## src/rtl/bch_pkg.sv

```systemverilog
// Shared definitions for the BCH encoder/decoder front-end controllers:
// FSM state encoding and requester count.
package bch_pkg;

    localparam int N_REQ = 2;

    typedef enum logic [1:0] {
        ST_IDLE    = 2'd0,
        ST_COLLECT = 2'd1,
        ST_LAUNCH  = 2'd2,
        ST_WAIT    = 2'd3
    } bch_state_t;

endpackage

```

## src/rtl/rr_arb2.sv

```systemverilog
// Two-requester round-robin arbiter: on contention the requester that was
// not granted last wins; a lone requester always wins.
module rr_arb2 (
    input  logic [1:0] req,
    input  logic       last,
    output logic [1:0] grant
);

    always_comb begin
        grant = req;
        if (req == 2'b11) begin
            grant = last ? 2'b01 : 2'b10;
        end
    end

endmodule

```

## src/rtl/bch_enc_arbiter.sv

```systemverilog
// Arbitrates two byte-stream requesters onto one shared BCH encoder: collects
// MSG_BYTES bytes from the granted owner, launches the encoder, waits for done.
module bch_enc_arbiter
    import bch_pkg::*;
#(
    parameter int MSG_BYTES = 3,
    parameter int TIMEOUT   = 15
) (
    input  logic                   clk,
    input  logic                   reset,
    input  logic [1:0]             req_valid,
    input  logic [7:0]             req_data0,
    input  logic [7:0]             req_data1,
    output logic [1:0]             req_ready,
    output logic                   enc_start,
    output logic [MSG_BYTES*8-1:0] enc_msg,
    output logic                   enc_id,
    input  logic                   enc_done,
    output logic [1:0]             frame_done,
    output logic [1:0]             frame_abort
);

    localparam int W  = MSG_BYTES * 8;
    localparam int CW = $clog2(MSG_BYTES + 1);
    localparam int IW = $clog2(TIMEOUT + 1);

    bch_state_t     state_reg, state_next;
    logic           owner_reg, owner_next;
    logic           last_reg, last_next;
    logic [CW-1:0]  byte_cnt_reg, byte_cnt_next;
    logic [IW-1:0]  idle_cnt_reg, idle_cnt_next;
    logic [W-1:0]   msg_reg, msg_next;

    logic [1:0]     grant;
    logic [N_REQ-1:0] owner_onehot;
    logic [7:0]     owner_data;
    logic           accept;

    rr_arb2 u_arb (
        .req   (req_valid),
        .last  (last_reg),
        .grant (grant)
    );

    genvar gi;
    generate
        for (gi = 0; gi < N_REQ; gi++) begin : g_owner
            assign owner_onehot[gi] = (owner_reg == 1'(gi));
        end
    endgenerate

    assign owner_data = owner_reg ? req_data1 : req_data0;
    assign accept     = (state_reg == ST_COLLECT) && req_valid[owner_reg];
    assign enc_msg    = msg_reg;
    assign enc_id     = owner_reg;

    always_ff @(posedge clk) begin
        if (reset) begin
            state_reg    <= ST_IDLE;
            owner_reg    <= 1'b0;
            last_reg     <= 1'b1;
            byte_cnt_reg <= '0;
            idle_cnt_reg <= '0;
            msg_reg      <= '0;
        end else begin
            state_reg    <= state_next;
            owner_reg    <= owner_next;
            last_reg     <= last_next;
            byte_cnt_reg <= byte_cnt_next;
            idle_cnt_reg <= idle_cnt_next;
            msg_reg      <= msg_next;
        end
    end

    always_comb begin
        state_next    = state_reg;
        owner_next    = owner_reg;
        last_next     = last_reg;
        byte_cnt_next = byte_cnt_reg;
        idle_cnt_next = idle_cnt_reg;
        msg_next      = msg_reg;
        req_ready     = 2'b00;
        enc_start     = 1'b0;
        frame_done    = 2'b00;
        frame_abort   = 2'b00;

        unique case (state_reg)
            ST_IDLE: begin
                // Grant only; the first byte is taken in COLLECT.
                if (|req_valid) begin
                    owner_next    = grant[1];
                    byte_cnt_next = '0;
                    idle_cnt_next = '0;
                    state_next    = ST_COLLECT;
                end
            end
            ST_COLLECT: begin
                req_ready = owner_onehot & req_valid;
                if (accept) begin
                    msg_next      = W'({msg_reg, owner_data});
                    idle_cnt_next = '0;
                    if (byte_cnt_reg == CW'(MSG_BYTES - 1)) begin
                        byte_cnt_next = '0;
                        state_next    = ST_LAUNCH;
                    end else begin
                        byte_cnt_next = byte_cnt_reg + 1'b1;
                    end
                end else if (idle_cnt_reg == IW'(TIMEOUT - 1)) begin
                    frame_abort   = owner_onehot;
                    last_next     = owner_reg;
                    byte_cnt_next = '0;
                    idle_cnt_next = '0;
                    state_next    = ST_IDLE;
                end else begin
                    idle_cnt_next = idle_cnt_reg + 1'b1;
                end
            end
            ST_LAUNCH: begin
                enc_start  = 1'b1;
                state_next = ST_WAIT;
            end
            ST_WAIT: begin
                if (enc_done) begin
                    frame_done = owner_onehot;
                    last_next  = owner_reg;
                    state_next = ST_IDLE;
                end
            end
            default: state_next = ST_IDLE;
        endcase

        // A frame interrupted by reset leaves without any completion pulse.
        if (reset) begin
            req_ready   = 2'b00;
            enc_start   = 1'b0;
            frame_done  = 2'b00;
            frame_abort = 2'b00;
        end
    end

endmodule

```

## config.mk

```make
export PLATFORM = sky130hd
export DESIGN_NAME = bch_enc_arbiter
export DESIGN_NICKNAME = d
export VERILOG_FILES = /design/src/rtl/bch_pkg.sv /design/src/rtl/rr_arb2.sv /design/src/rtl/bch_enc_arbiter.sv
export SDC_FILE = /design/constraint.sdc
export NUM_CORES = 1
export LEC_CHECK = 0
export ABC_AREA = 1
export CORE_MARGIN = 2
export CORE_UTILIZATION = 44
export CTS_CLUSTER_DIAMETER = 100
export CTS_CLUSTER_SIZE = 20
export DETAILED_ROUTE_END_ITERATION = 16
export GPL_TIMING_DRIVEN = 1
export MAX_ROUTING_LAYER = met4
export PLACE_DENSITY = 0.79
export SLEW_MARGIN = 20
export SYNTH_ARGS = -nofsm -noshare
export SYNTH_HDL_FRONTEND = slang
export SYNTH_SLANG_ARGS = --single-unit
```

## constraint.sdc

```tcl
create_clock -name clk -period 1.3 [get_ports clk]
set_input_delay 0.325 -clock clk [delete_from_list [all_inputs] [get_ports clk]]
set_output_delay 0.325 -clock clk [all_outputs]
set_load 0.02 [all_outputs]
```

==> impl_metrics.env, run 1 <==
export IMPL_hold_end="enc_msg[20]"
export IMPL_die_area_sq_um=3780
export IMPL_cts_tree="done"
export IMPL_hold_worst_slack_ns=0.486
export IMPL_hold_path_depth=2
export IMPL_grt_pass1_vias=1589
export IMPL_setup_viol=17
export IMPL_io_pins=53
export IMPL_drive_above_1_share_pct=42.8
export IMPL_cpMostUsedCell="inv_2"
export IMPL_initial_core_util_pct=46.9
export IMPL_rrSetupSlack_ns=-0.20
export IMPL_netlist_instances=197
export IMPL_cpMaxStageDelayCell="dfxtp_2"
export IMPL_htreeDepth=2
export IMPL_syn_area_sq_um=1450
export IMPL_antenna_found_initial=0
export IMPL_slew_viol_final=0
export IMPL_post_dp_cell_area_sq_um=2290
export IMPL_crit_path_start="idle_cnt_reg[0]"
export IMPL_dieWidth_um=61.5
export IMPL_fillers=214
export IMPL_first_pass_iters=5
export IMPL_required_ns=0.98
export IMPL_finalInstanceArea_sq_um=2530
export IMPL_slew_headroom_pct=85.0
export IMPL_syn2layout_area_growth_pct=74.0
export IMPL_drc_errors=0
export IMPL_regArea_sq_um=693
export IMPL_dpl_hpwl_mm=2.62
export IMPL_drtAntennaViolNets=0
export IMPL_r2r_start="idle_cnt_reg[0]"
export IMPL_io_buffers=52
export IMPL_yosysUniqueCellTypes=23
export IMPL_crit_chain="inv_2 -> ha_4 -> nand3_4 -> inv_2 -> nand4_1 -> nor3_4 -> buf_6"
export IMPL_violations="setup timing"
export IMPL_netlist_area_leader_share_pct=46.8
export IMPL_period_share_pct=138
export IMPL_root_buffer="clkbuf_4"
export IMPL_clkSlewWorstSetupHoldPaths_ns=0.10
export IMPL_crit_path_end_kind="primary output"
export IMPL_ys_ff_latch=34
export IMPL_grt_max_degree=27
export IMPL_vias=1733
export IMPL_clkPwrFrac_pct=22.6
export IMPL_crit_type="register to primary output"
export IMPL_cp_max_fo=2
export IMPL_setup_ws_ns=-0.497
export IMPL_irDropWorstVdd_uv=684
export IMPL_clock_skew_ns=0.0122
export IMPL_routed_wire_length_per_instance_um=14.2
export IMPL_cts_num_sinks=34
export IMPL_powerDensity_nw_per_um2=1110
export IMPL_ys_seq_area_share_pct=46.8
export IMPL_cts_made_buffers=5
export IMPL_rsz0062_at_grt="true"
export IMPL_largest_reg_flops=24
export IMPL_timing_setup_tns_ns=-3.28
export IMPL_yosys_area_top_type="dfxtp_1"
export IMPL_row_count=20
export IMPL_drv_cap=0
export IMPL_cp_start_kind="register"
export IMPL_p_switching_mw=0.978
export IMPL_cp_arrival_ns=1.47
export IMPL_ys_warn_count=0
export IMPL_stdcell_count=336
export IMPL_r2r_cells=9
export IMPL_p_int_mw=1.83
export IMPL_fmax_mhz=557
export IMPL_outcome="finished with violations"
export IMPL_tightest_slew_ns=0.225
export IMPL_grt_overflow_total=0
export IMPL_finalCriticalPeriod_ns=1.80
export IMPL_nets=314
export IMPL_ctsHoldBuffers=0
export IMPL_diodes=0
export IMPL_synth_area_top_cells="dfxtp_1 (47%), nor2_1 (10%), o21ai_0 (8.6%), nand2_1 (8.5%), a31oi_1 (3.4%)"
export IMPL_hold_violations=0
export IMPL_p_leak_nw=1.12
export IMPL_drt_iter0_drc=71
export IMPL_comb_power_share_pct=34.3
export IMPL_reg2reg_to="idle_cnt_reg[1]"
export IMPL_min_from="enc_msg[20]"
export IMPL_min_path_type="register to register"
export IMPL_track_usage_pct=25.7
export IMPL_routed_wl_mm=4.76
export IMPL_avgSynthCellArea_sq_um=7.38
export IMPL_insertion_delay_ns=0.34
export IMPL_clockBufferDepth=2
export IMPL_place_congestion=0.881
export IMPL_fin_util_pct=81.5
export IMPL_post_place_cells=319
export IMPL_core_sq_um=3100
export IMPL_cp_slowest_stage_delay_ns=0.34
export IMPL_grt_pass1_wl_mm=6.93
export IMPL_via_per_inst=5.16
export IMPL_seq_power_share_pct=43.1
export IMPL_multi_input_comb_area_sq_um=886
export IMPL_switching_share_pct=34.8
export IMPL_die_y_um=61.5
export IMPL_syn_nets=220
[Yosys cell counts]
master / instances
nor2_1: 40
buf_6: 1
inv_1: 10
nor2_4: 1
buf_2: 3
xor2_1: 2
buf_1: 1
inv_4: 1
a31oi_1: 8
dfxtp_1: 34
a21oi_1: 7
o21ai_0: 25
ha_1: 2
clkbuf_1: 3
a211oi_1: 1
nand2_4: 1
nand3_1: 10
nand2_2: 3
nand4_1: 4
nand2_1: 33
inv_2: 1
nor3_1: 5
o21ai_2: 1
[metrics by stage]
step	worst slack [ns]	total power [mW]
global route	-0.599	2.94
detailed placement	-0.873	2.04
floorplan	-0.109	1.62
global placement	-0.857	2.03
finish	-0.497	2.81
CTS	-0.568	2.72
[cells by family after synthesis]
kind of cell	count (synthesis)	share of synthesized area [%]
xor+xnor	2	1.21
fa+ha+maj	2	1.72
simple gates	97	28.6
compound gates	42	15.6
buf+inv	20	6.11
flops	34	46.8
[cells in the final DEF (no fill, tap or decap), types with 7 or more instances in the layout]
master	n
a31oi_1	8
buf_2	22
buf_4	34
buf_6	13
clkdlybuf4s50_1	16
dfxtp_1	28
nand2_1	26
nand3_1	7
nor2_1	37
o21ai_0	14
o21ai_1	11
[critical path: cells and delay by family (launching register included)]
family / cells / cell delay [ns]
buffers and inverters: 3 / 0.27
DFF: 1 / 0.34
adders and majority gates: 1 / 0.13
and+or+nand+nor: 3 / 0.40
[what timing repair did]
| action | in CTS | in global routing |
|---|---|---|
| hold endpoints to repair | 0 | 0 |
| gates resized for setup | 165 | 50 |
| cloned | 1 | 1 |
| pin swaps | 12 | 8 |
| endpoints found under the setup margin | 65 | 49 |
| setup buffers | 4 | 4 |
[how the worst max path moves through the flow]
| stage | endpoint | slack (ns) | cells after the start |
|---|---|---|---|
| 2_1_floorplan | req_ready[0] | -0.11 | 2 |
| 3_3_place_gp | frame_abort[0] | -0.86 | 5 |
| 3_5_place_dp | frame_abort[0] | -0.87 | 5 |
| 4_1_cts | frame_abort[0] | -0.57 | 7 |
| 5_1_grt | frame_abort[0] | -0.60 | 7 |
| 6_report | frame_abort[0] | -0.50 | 7 |
[metal layers]
| metal | track usage (%) | vias up | routed length (um) |
|---|---|---|---|
| li1 | - | 850 | - |
| met1 | 32.0 | 808 | 1960 |
| met2 | 40.5 | 58 | 2360 |
| met3 | 5.25 | 17 | 246 |
| met4 | 10.6 | 0 | 194 |
| met5 | - | - | 0 |
[power groups by stage]
| stage | Sequential [mW] | Combinational, mW | Clock, mW |
|---|---|---|---|
| after floorplan | 1.32 | 0.300 | 0 |
| after global placement | 1.22 | 0.810 | 0 |
| after detailed placement | 1.22 | 0.821 | 0 |
| after CTS | 1.21 | 0.878 | 0.634 |
| after global routing | 1.22 | 1.04 | 0.685 |
| final | 1.21 | 0.964 | 0.634 |
[final cells by class]
cell class	instances	share of cell area, %
Clock buffer	6	2.03
Clock inverter	2	0.495
Inverter	12	2.18
Multi-Input combinational cell	143	35.0
Sequential cell	34	27.4
Tap cell	44	2.18
Timing Repair Buffer	93	30.2
Timing Repair inverter	2	0.495
No activity file was read; power rests on OpenSTA's default activity.
==> run 2: changes to the inputs <==
--- a/config.mk
+++ b/config.mk
@@ -6,6 +6,7 @@
 export NUM_CORES = 1
 export LEC_CHECK = 0
 export ABC_AREA = 1
+export CAP_MARGIN = 20
 export CORE_MARGIN = 2
 export CORE_UTILIZATION = 44
 export CTS_CLUSTER_DIAMETER = 100
==> results of run 2 <==
Same layout as run 1: the final DEF is identical, and so are final timing and power.
==> RTL edit (flow settings as in run 2) <==
Make the reset (`reset`) asynchronous in one clocked block.
--- a/src/rtl/bch_enc_arbiter.sv
+++ b/src/rtl/bch_enc_arbiter.sv
@@ -54,7 +54,7 @@
     assign enc_msg    = msg_reg;
     assign enc_id     = owner_reg;
 
-    always_ff @(posedge clk) begin
+    always_ff @(posedge clk or posedge reset) begin
         if (reset) begin
             state_reg    <= ST_IDLE;
             owner_reg    <= 1'b0;
Check against the original RTL: differs if reset is asserted again (counterexample within 4 cycles, from zero or initial values and one cycle with reset high); with reset held inactive, the same outputs for 10 cycles.
==> RTL edit against run 2 <==
  * The flow still finishes with violations (negative setup slack)
  * Synthesized area up 10%
  * Via count up 21%
  * Sequential cell count unchanged
  * Cell area up 16%
  * Setup slack worse by 0.10 ns
  * Wire length up 56%
  * Global-route usage up 7.1 points
Power is not compared: it rests on default switching activity, and its combinational part moved more than twofold at a synthesized area within 25%.
==> RTL edit: results (changes against run 2) <==
[run_status]
status=complete, but fails checks  ; unchanged
violations=negative setup slack  ; unchanged

[worst_setup_path]
ff2ff_setup_slack_ns=-0.44  ; was -0.20 ns
worstPathArrival_ns=1.58  ; was 1.47 ns
crit_fanout=4  ; was 2
worstSetupEndpoint=frame_abort[0]  ; unchanged
r2r-start=state_reg[0]$_DFFE_PP0P_  ; was idle_cnt_reg[0]$_SDFFE_PP0P_
reg2reg_depth=8  ; was 9

[routing]
drt_iter0_markers=246  ; was 71
wl_um=7450  ; was 4760 um
wl_per_cell_um=20.6  ; was 14.2 um

[timing]
holdWs_ns=0.313  ; was 0.486 ns
worst_pin_slew_ns=0.285  ; was 0.225 ns
setup_slack_ns=-0.601  ; was -0.497 ns
setup_viol_count_final=42  ; was 17
clock_skew_ns=0.00809  ; was 0.0122 ns
fin_tns_setup_ns=-14.16  ; was -3.28 ns

[logic_synthesis]
yosys-top-cells-area=dfrtp_1, nand2_1, nor2_1  ; was dfxtp_1, nor2_1, o21ai_0
synth.distinct_cells=20  ; was 23
synth_xor_area_share_pct=0  ; was 1.20%
netlist_instances=200  ; was 197
postSynth.asyncResetShare_pct=100  ; was 0%
netlist_top_cells_count=nand2_1, dfrtp_1, nor2_1  ; was nor2_1, dfxtp_1, nand2_1
syn_nets=223  ; was 220
synth_fa_ha_area_share_pct=1.56  ; was 1.72%
yosysMostFrequentCell=nand2_1  ; was nor2_1
synth_compound_area_share_pct=5.94  ; was 15.6%
yosys_warnings=0  ; unchanged
seq_area_frac_synth_pct=53.2  ; was 46.8%
ys.flop_type=dfrtp_1  ; was dfxtp_1

[clocking]
insertion_delay_ns=0.37  ; was 0.34 ns
cts.clk_slew.worst_paths_ns=0.12  ; was 0.10 ns

[placed_design]
pre_cts_slack_ns=-0.867  ; was -0.873 ns
place_inst=336  ; was 319
dpl.hpwl_um=3230  ; was 2620 um
place_congestion=0.813  ; was 0.881
place_area_sq_um=2520  ; was 2290 sq um

[global_route]
grtUsageTotal_pct=32.8  ; was 25.7%
grt_pass1_wl_um=9680  ; was 6930 um
grt_max_degree=22  ; was 27

[finish]
n_fill_cell=163  ; was 214
drive_gt1_share_pct=45.6  ; was 42.8%

[worst_hold_path]
min_path_type=input port to asynchronous set/reset pin  ; was flip-flop to flip-flop

## RTL edit: cell count changes in the layout (fill, tap and decap cells not counted), sizes merged, moves of 3 or more
cell and delta:
a21oi -4, buf +23, dfrtp +33, dfxtp -34
dlygate4sd2 -3, nand2 +53, nor2 -22, o21ai -20
## RTL edit: per-layer routing
layer / up-vias / track usage [%] / wire length [um]
met3: 65 / 8.10 / 606
li1: 865 / - / -
met4: 0 / 16.2 / 597
met1: 993 / 36.9 / 2580
met5: - / - / 0
met2: 173 / 54.6 / 3670
## RTL edit: worst max-delay path: stages, from the launching register on
cell and delay (ns):
dfrtp_1 0.41, inv_2 0.08, ha_4 0.13, nand3_4 0.07, nand3b_1 0.24, nor2_2 0.15, buf_6 0.13
## RTL edit: cell type report
class                      instances  area [sq um]  area share (%)
tap                               46          57.6            1.95
inverter                          14          63.8            2.17
multi-input combinational        146           867            29.4
clock inverter                     2          60.1            2.04
sequential                        34           855            29.0
timing repair buffer             114           991            33.6
clock buffer                       6          51.3            1.74
## RTL edit: report_power, final
part	switching, uW	internal (uW)
Sequential	345	1550
Combinational	3060	2290
Clock	415	651
Total	3820	4490
## RTL edit: logic make-up (layout without fill, tap and decap cells)
| group | count (synthesis) | after routing |
|---|---|---|
| adder cells (fa/ha/maj) | 2 | 2 |
| buffers and inverters | 20 | 136 |
| AND/OR/NAND/NOR | 127 | 127 |
| flip-flops | 34 | 34 |
| AO/OA/AOI/OAI | 17 | 17 |
## RTL edit: what timing repair did
item | in CTS | in global routing
pin swaps | 12 | 9
endpoints found under the setup margin | 66 | 42
buffers inserted | 12 | 6
gates resized for setup | 195 | 20
gates cloned | 1 | 0
